===== config.mk =====
export PLATFORM = sky130hd
export DESIGN_NAME = hazard_scheduler
export DESIGN_NICKNAME = d
export VERILOG_FILES = /design/src/rtl/arm_pkg.sv /design/src/rtl/dest_match.sv /design/src/rtl/hazard_scheduler.sv
export SDC_FILE = /design/constraint.sdc
export NUM_CORES = 1
export LEC_CHECK = 0
export ABC_AREA = 1
export ABC_CLOCK_PERIOD_IN_PS = 2580
export BUFFER_PORTS_ARGS = -buffer_cell sky130_fd_sc_hd__clkbuf_2
export CORE_MARGIN = 2
export CORE_UTILIZATION = 35
export CTS_BUF_LIST = sky130_fd_sc_hd__clkbuf_8
export DETAILED_ROUTE_END_ITERATION = 6
export HOLD_SLACK_MARGIN = 0.03
export SLEW_MARGIN = 20
export SYNTH_ARGS = -nofsm -noshare
export SYNTH_HDL_FRONTEND = slang
export SYNTH_SLANG_ARGS = --single-unit

===== constraint.sdc =====
create_clock -name clk -period 2.58 [get_ports clk]
set_input_delay 0 -clock clk [delete_from_list [all_inputs] [get_ports clk]]
set_output_delay 0 -clock clk [all_outputs]
set_load 0.01 [all_outputs]

===== src/rtl/arm_pkg.sv =====
// Shared widths and the in-flight writer slot type for the hazard scheduler.
package arm_pkg;

    localparam int unsigned REG_IDX_W   = 4;
    localparam int unsigned STALL_CNT_W = 16;

    typedef struct packed {
        logic                 wb_en;
        logic                 mem_r;
        logic [REG_IDX_W-1:0] dest;
    } slot_t;

    localparam slot_t SLOT_BUBBLE = '0;

endpackage


===== src/rtl/dest_match.sv =====
// Compares one in-flight writer against the decode-stage source operands.
module dest_match
    import arm_pkg::*;
(
    input  logic                 wb_en_i,
    input  logic [REG_IDX_W-1:0] dest_i,
    input  logic [REG_IDX_W-1:0] src1_i,
    input  logic [REG_IDX_W-1:0] src2_i,
    input  logic                 two_src_i,
    output logic                 match_o
);

    always_comb begin
        match_o = wb_en_i & ((dest_i == src1_i) | (two_src_i & (dest_i == src2_i)));
    end

endmodule


===== src/rtl/hazard_scheduler.sv =====
// RAW hazard detection over the EX/MEM writer slots, with a saturating stall counter.
// Define HAZARD_SCHEDULER_FORWARDING_EN to stall only on load-use hazards.
module hazard_scheduler
    import arm_pkg::*;
(
    input  logic                   clk,
    input  logic                   rst,
    input  logic                   id_valid,
    input  logic [REG_IDX_W-1:0]   id_src1,
    input  logic [REG_IDX_W-1:0]   id_src2,
    input  logic                   id_two_src,
    input  logic                   id_wb_en,
    input  logic                   id_mem_r_en,
    input  logic [REG_IDX_W-1:0]   id_dest,
    input  logic                   branch_taken,
    output logic                   hazard,
    output logic                   pc_freeze,
    output logic                   if_id_flush,
    output logic                   id_ex_flush,
    output logic [STALL_CNT_W-1:0] stall_count
);

    localparam logic [STALL_CNT_W-1:0] CntMax = {STALL_CNT_W{1'b1}};

    slot_t                   ex_q, ex_d, mem_q, mem_d;
    logic [STALL_CNT_W-1:0]  stall_count_q, stall_count_d;
    logic                    ex_match, mem_match, hazard_cond;
    logic                    unused_slot;

    dest_match u_ex_match (
        .wb_en_i   (ex_q.wb_en),
        .dest_i    (ex_q.dest),
        .src1_i    (id_src1),
        .src2_i    (id_src2),
        .two_src_i (id_two_src),
        .match_o   (ex_match)
    );

    dest_match u_mem_match (
        .wb_en_i   (mem_q.wb_en),
        .dest_i    (mem_q.dest),
        .src1_i    (id_src1),
        .src2_i    (id_src2),
        .two_src_i (id_two_src),
        .match_o   (mem_match)
    );

`ifdef HAZARD_SCHEDULER_FORWARDING_EN
    // Forwarding covers everything except a load whose data is not back yet.
    always_comb begin
        hazard_cond = ex_match & ex_q.mem_r;
        unused_slot = mem_match | mem_q.mem_r;
    end
`else
    always_comb begin
        hazard_cond = ex_match | mem_match;
        unused_slot = mem_q.mem_r;
    end
`endif

    // Outputs are forced low during reset even though the slots clear only at the edge.
    always_comb begin
        hazard        = id_valid & ~branch_taken & hazard_cond & ~rst;
        pc_freeze     = hazard;
        if_id_flush   = branch_taken & ~rst;
        id_ex_flush   = hazard | if_id_flush;
        stall_count   = rst ? '0 : stall_count_q;

        mem_d = ex_q;
        ex_d  = SLOT_BUBBLE;
        if (id_valid && !hazard && !branch_taken) begin
            ex_d.wb_en = id_wb_en;
            ex_d.mem_r = id_mem_r_en;
            ex_d.dest  = id_dest;
        end

        stall_count_d = stall_count_q;
        if (hazard && stall_count_q != CntMax) begin
            stall_count_d = stall_count_q + 1'b1;
        end
    end

    always_ff @(posedge clk) begin
        if (rst) begin
            ex_q          <= SLOT_BUBBLE;
            mem_q         <= SLOT_BUBBLE;
            stall_count_q <= '0;
        end else begin
            ex_q          <= ex_d;
            mem_q         <= mem_d;
            stall_count_q <= stall_count_d;
        end
    end

endmodule


==> flow_results.org <==
** Setup path
- In this run the critical register-to-register path is launched from mem_q[1]$_SDFF_PP0_.
- Data arrives at the worst endpoint at between 1.5 and 2 ns.
- Standard cell with the maximum stage delay on the critical path :: dfxtp_1
- Buffering stage count on the worst path with inverters included :: 2
- Worst path max stage delay :: 0.36 ns
- Data on the critical path is required at its endpoint by 2.58 ns.
- The setup check on the worst reg-to-reg path leaves a slack of between 0.8 and 0.9 ns.
- Instance count on the critical path :: 11
- Worst Reg-to-Reg Cells :: 11
- Highest fanout seen on the critical path :: 22
- Type of element capturing the critical path :: output port
- Kind of cell with the highest combined delay on the critical path :: simple AND/OR/NAND/NOR gates
- Cell breakdown of the critical path :: inv_1 > nand2_1 > nand2_1 > nor2_1 > nand2_1 > nand2_1 > nand2_1 > nand2_2 > nand2_1 > o21ai_0 > clkbuf_2
- The cell that appears most often on the critical path is nand2_1.
- STA classifies the critical path startpoint as a flip-flop.
- Capturing point of the worst reg2reg path :: stall_count_q[7]$_SDFFE_PP0P_
- Critical Setup Path Class :: reg2out

** GRT
- GR Layer Usage met3 :: 0.0192
- In this run the most used layer during global routing was met2.
- Grt met2 use :: 0.231
- The number of global-route vias before repair is 1442.
- Pin count of the biggest net entering global routing :: 30
- The first global-routing pass estimated between 6 and 7 mm of wire.
- Met1 usage :: 0.194
- All-Layer GR Usage :: 0.144
- The total overflow left after global routing is 0.
- The number of antenna violations at the first check in global routing came to 0.

** Drt
- Drt via density :: roughly 4.4
- Detailed router's first-iteration violation count :: 57
- In this run the remaining antenna-violating nets after routing total 0.
- Count of vias placed by the detailed router :: roughly 1700
- Total wire length after detailed routing :: approximately 3.7 mm
- Average wire per cell in the routed design :: ~9.6 µm
- Drt first pass iters :: 4
- In the routed design, unresolved DRC markers number 0.

** Yosys
- A synthesized cell averages between 5 and 6 µm².
- Syn Inst Count :: a little under 300
- Sorting the synthesized cells by area gives the leading types as dfxtp_1 31%, nand2_1 18%, nor2_1 14%.
- Post-Synth Adder-Cell Area :: 0.00735
- Of the synthesized area, sequential elements account for 0.306.
- Synthesis produced a netlist with a net count of 309.
- Mux contribution to synthesized area :: 0
- Unique masters post-synth :: 24
- Synth Area in Simple Gates :: 0.472
- The share of synthesized area in the top cell type comes to 0.306.
- Post-synthesis instance area :: 1700 µm²
- Xor and xnor area share after synthesis :: 0.0463
- After synthesis, the largest family of logic cells by area is simple AND/OR/NAND/NOR gates.
- The largest total area in the synthesized netlist belongs to dfxtp_1.
- Fraction of the mapped netlist area in compound gates :: 0.0147
- The Yosys step of the flow raised 0 warnings.
- After synthesis the netlist holds a flip-flop and latch count of 26.

** Timing
- Across the routed clock network, the largest skew measured is roughly 0.0058 ns.
- Period utilization :: 0.713
- Relative slew slack :: 0.649
- Max-slew violations :: 0
- # setup viols final :: 0
- Hold Fails Final Rpt :: 0
- Setup repair after global routing left no endpoint under its margin.
- Setup total negative slack on the finished layout was measured at 0 ns.
- Static timing analysis puts the maximum clock frequency at about 540 MHz.
- Worst Hold Margin :: roughly 0.036 ns
- Tightest Pin Transition :: about 0.53 ns
- The clock period could shrink to between 1.5 and 2 ns.

** Cells and area
- Antenna Cells :: 0
- Summing all multi-input logic gate instances after layout gives 921 µm².
- Area overhead of the layout relative to synthesis :: 19.6%
- Net count reported at finish :: ~350
- Number of cells in the finished layout apart from fillers :: approximately 380
- The top cell types in the final layout, fill and taps aside, are 81 x nand2_1, 63 x nor2_1, 50 x inv_1.
- Most frequent standard cell in the layout excluding fill and tap cells :: nand2_1
- Share of the core filled with cells in the final layout :: 0.434
- Sequential cell area :: about 520 µm²
- Layout cell share with drive strength beyond 1 :: 0.183
- Counting the fill cells in the layout gives 530.

** Placement
- At the end of routability-driven placement, the weighted congestion stood at 0.823.
- IO Port Bufs :: 37
- Counting tap cells, the placed design contains a total of roughly 370 instances.
- Summed over all nets, the half-perimeter wirelength after detailed placement is 2.82 mm.

** Clock tree
- H-tree depth :: 1
- The root buffer cell chosen for the clock tree is clkbuf_8.
- After clock tree synthesis, the clock-pin slew on the worst setup and hold paths is around 0.1 ns.
- For the worst-skew pair, the clock arrives at the later sink with an insertion delay of around 0.28 ns.
- TritonCTS built the clock tree.
- After clock tree synthesis, the setup repair step added 0 buffers.
- Number of buffers added by the clock tree synthesis step :: 3
- Number of buffers on the longest clock path :: 2
- Clock tree sinks :: 26

** Run status
- The run finished with clean final reports.

** Floorplanning
- For this design the top-level I/O count stands at 39.
- The core region is about 4700 µm².
- Overall die area :: around 5400 µm²
- Site Rows :: 25
- In this run the horizontal extent of the chip is between 70 and 80 µm.
- Effective utilization at floorplan :: 0.363
- Vertical die dimension :: roughly 74 µm

** Pwr
- For this design the static power due to leakage is 1.08 nW.
- Across the VDD grid, the largest voltage drop is approximately 0.00024 V.
- Power per cell area :: 407 nW/µm²

** Worst hold path
- Counting instances, the worst hold path has a depth of 4.
- For hold timing, the worst endpoint is stall_count_q[0]$_SDFFE_PP0P_.
- In this run the most critical hold path is launched from rst.
- The min-delay analysis places its worst path in the category in2reg.

** Job
- Number of violations of the max-capacitance limit :: 0
per-layer routing:
layer  part of all wire  routed length [µm]
met5                  0                   0
met4              0.017                  62
met3              0.045                 164
met2               0.45                1660
met1               0.49                1790
worst min-delay path, cell delays in order:
cell and delay [ns]:
clkbuf_2 0.09, inv_2 0.08, nand2_1 0.08, nor2_1 0.03
report_power, final:
part	leakage [nW]	internal (mW)	switching, mW
registers	0.210	0.405	0.00266
logic	0.829	0.0313	0.0419
clock network	0.0357	0.208	0.140
total	1.08	0.644	0.185
flip-flops by register name (all words and copies together) (netlist names):
name / flops
ex_q: 5
mem_q: 5
stall_count_q: 16
synthesized netlist by cell type:
cell type / n
nand2_2: 2
buf_4: 1
ha_1: 1
o21ai_0: 2
nand2_1: 81
nand3b_1: 1
nor3_2: 3
inv_2: 5
nand3_1: 13
xor2_1: 8
nand4_1: 12
nor2_2: 2
nand3_2: 4
dfxtp_1: 26
buf_2: 2
o21ai_1: 3
buf_6: 2
nor3_1: 2
buf_1: 2
nor2_1: 63
xnor2_1: 1
clkbuf_1: 2
inv_1: 50
nor2_4: 1
how the worst max path moves through the flow:
| stage | endpoint | startpoint | slack (ns) |
|---|---|---|---|
| CTS | id_ex_flush | mem_q[1]$_SDFF_PP0_ | 0.69 |
| global route | id_ex_flush | mem_q[1]$_SDFF_PP0_ | 0.50 |
| detailed placement | stall_count_q[7]$_SDFFE_PP0P_ | mem_q[1]$_SDFF_PP0_ | 0.79 |
| floorplan | stall_count_q[7]$_SDFFE_PP0P_ | stall_count_q[0]$_SDFFE_PP0P_ | 1.14 |
| finish | id_ex_flush | mem_q[1]$_SDFF_PP0_ | 0.74 |
| global placement | stall_count_q[6]$_SDFFE_PP0P_ | mem_q[1]$_SDFF_PP0_ | 0.80 |
area by class of cell:
class	count	area share
well taps	54	0.0332
multi-input cells	199	0.452
clock buffers	3	0.0203
flip-flops and latches	26	0.256
inverters	55	0.101
repair buffers	44	0.123
clock inverters	1	0.0147
metrics by stage:
step                instance area, µm²  total power, mW  worst slack [ns]
CTS                               2040            0.836             0.692
floorplan                         1700            0.457              1.14
finish                            2040            0.829             0.741
detailed placement                1920            0.485             0.794
global route                      2040            0.858             0.503
global placement                  1920            0.485             0.803
cell families after synthesis:
| logic type | Yosys count |
|---|---|
| AO/OA/AOI/OAI | 5 |
| XOR/XNOR | 9 |
| adder cells (fa/ha/maj) | 1 |
| buffers and inverters | 64 |
| flip-flops | 26 |
| AND/OR/NAND/NOR | 184 |
timing repair:
action / in CTS / in global routing
hold buffers: 5 / 0
resized for setup: 0 / 0
endpoints found under the hold margin: 5 / 0
(Power assumes the default switching activity.)
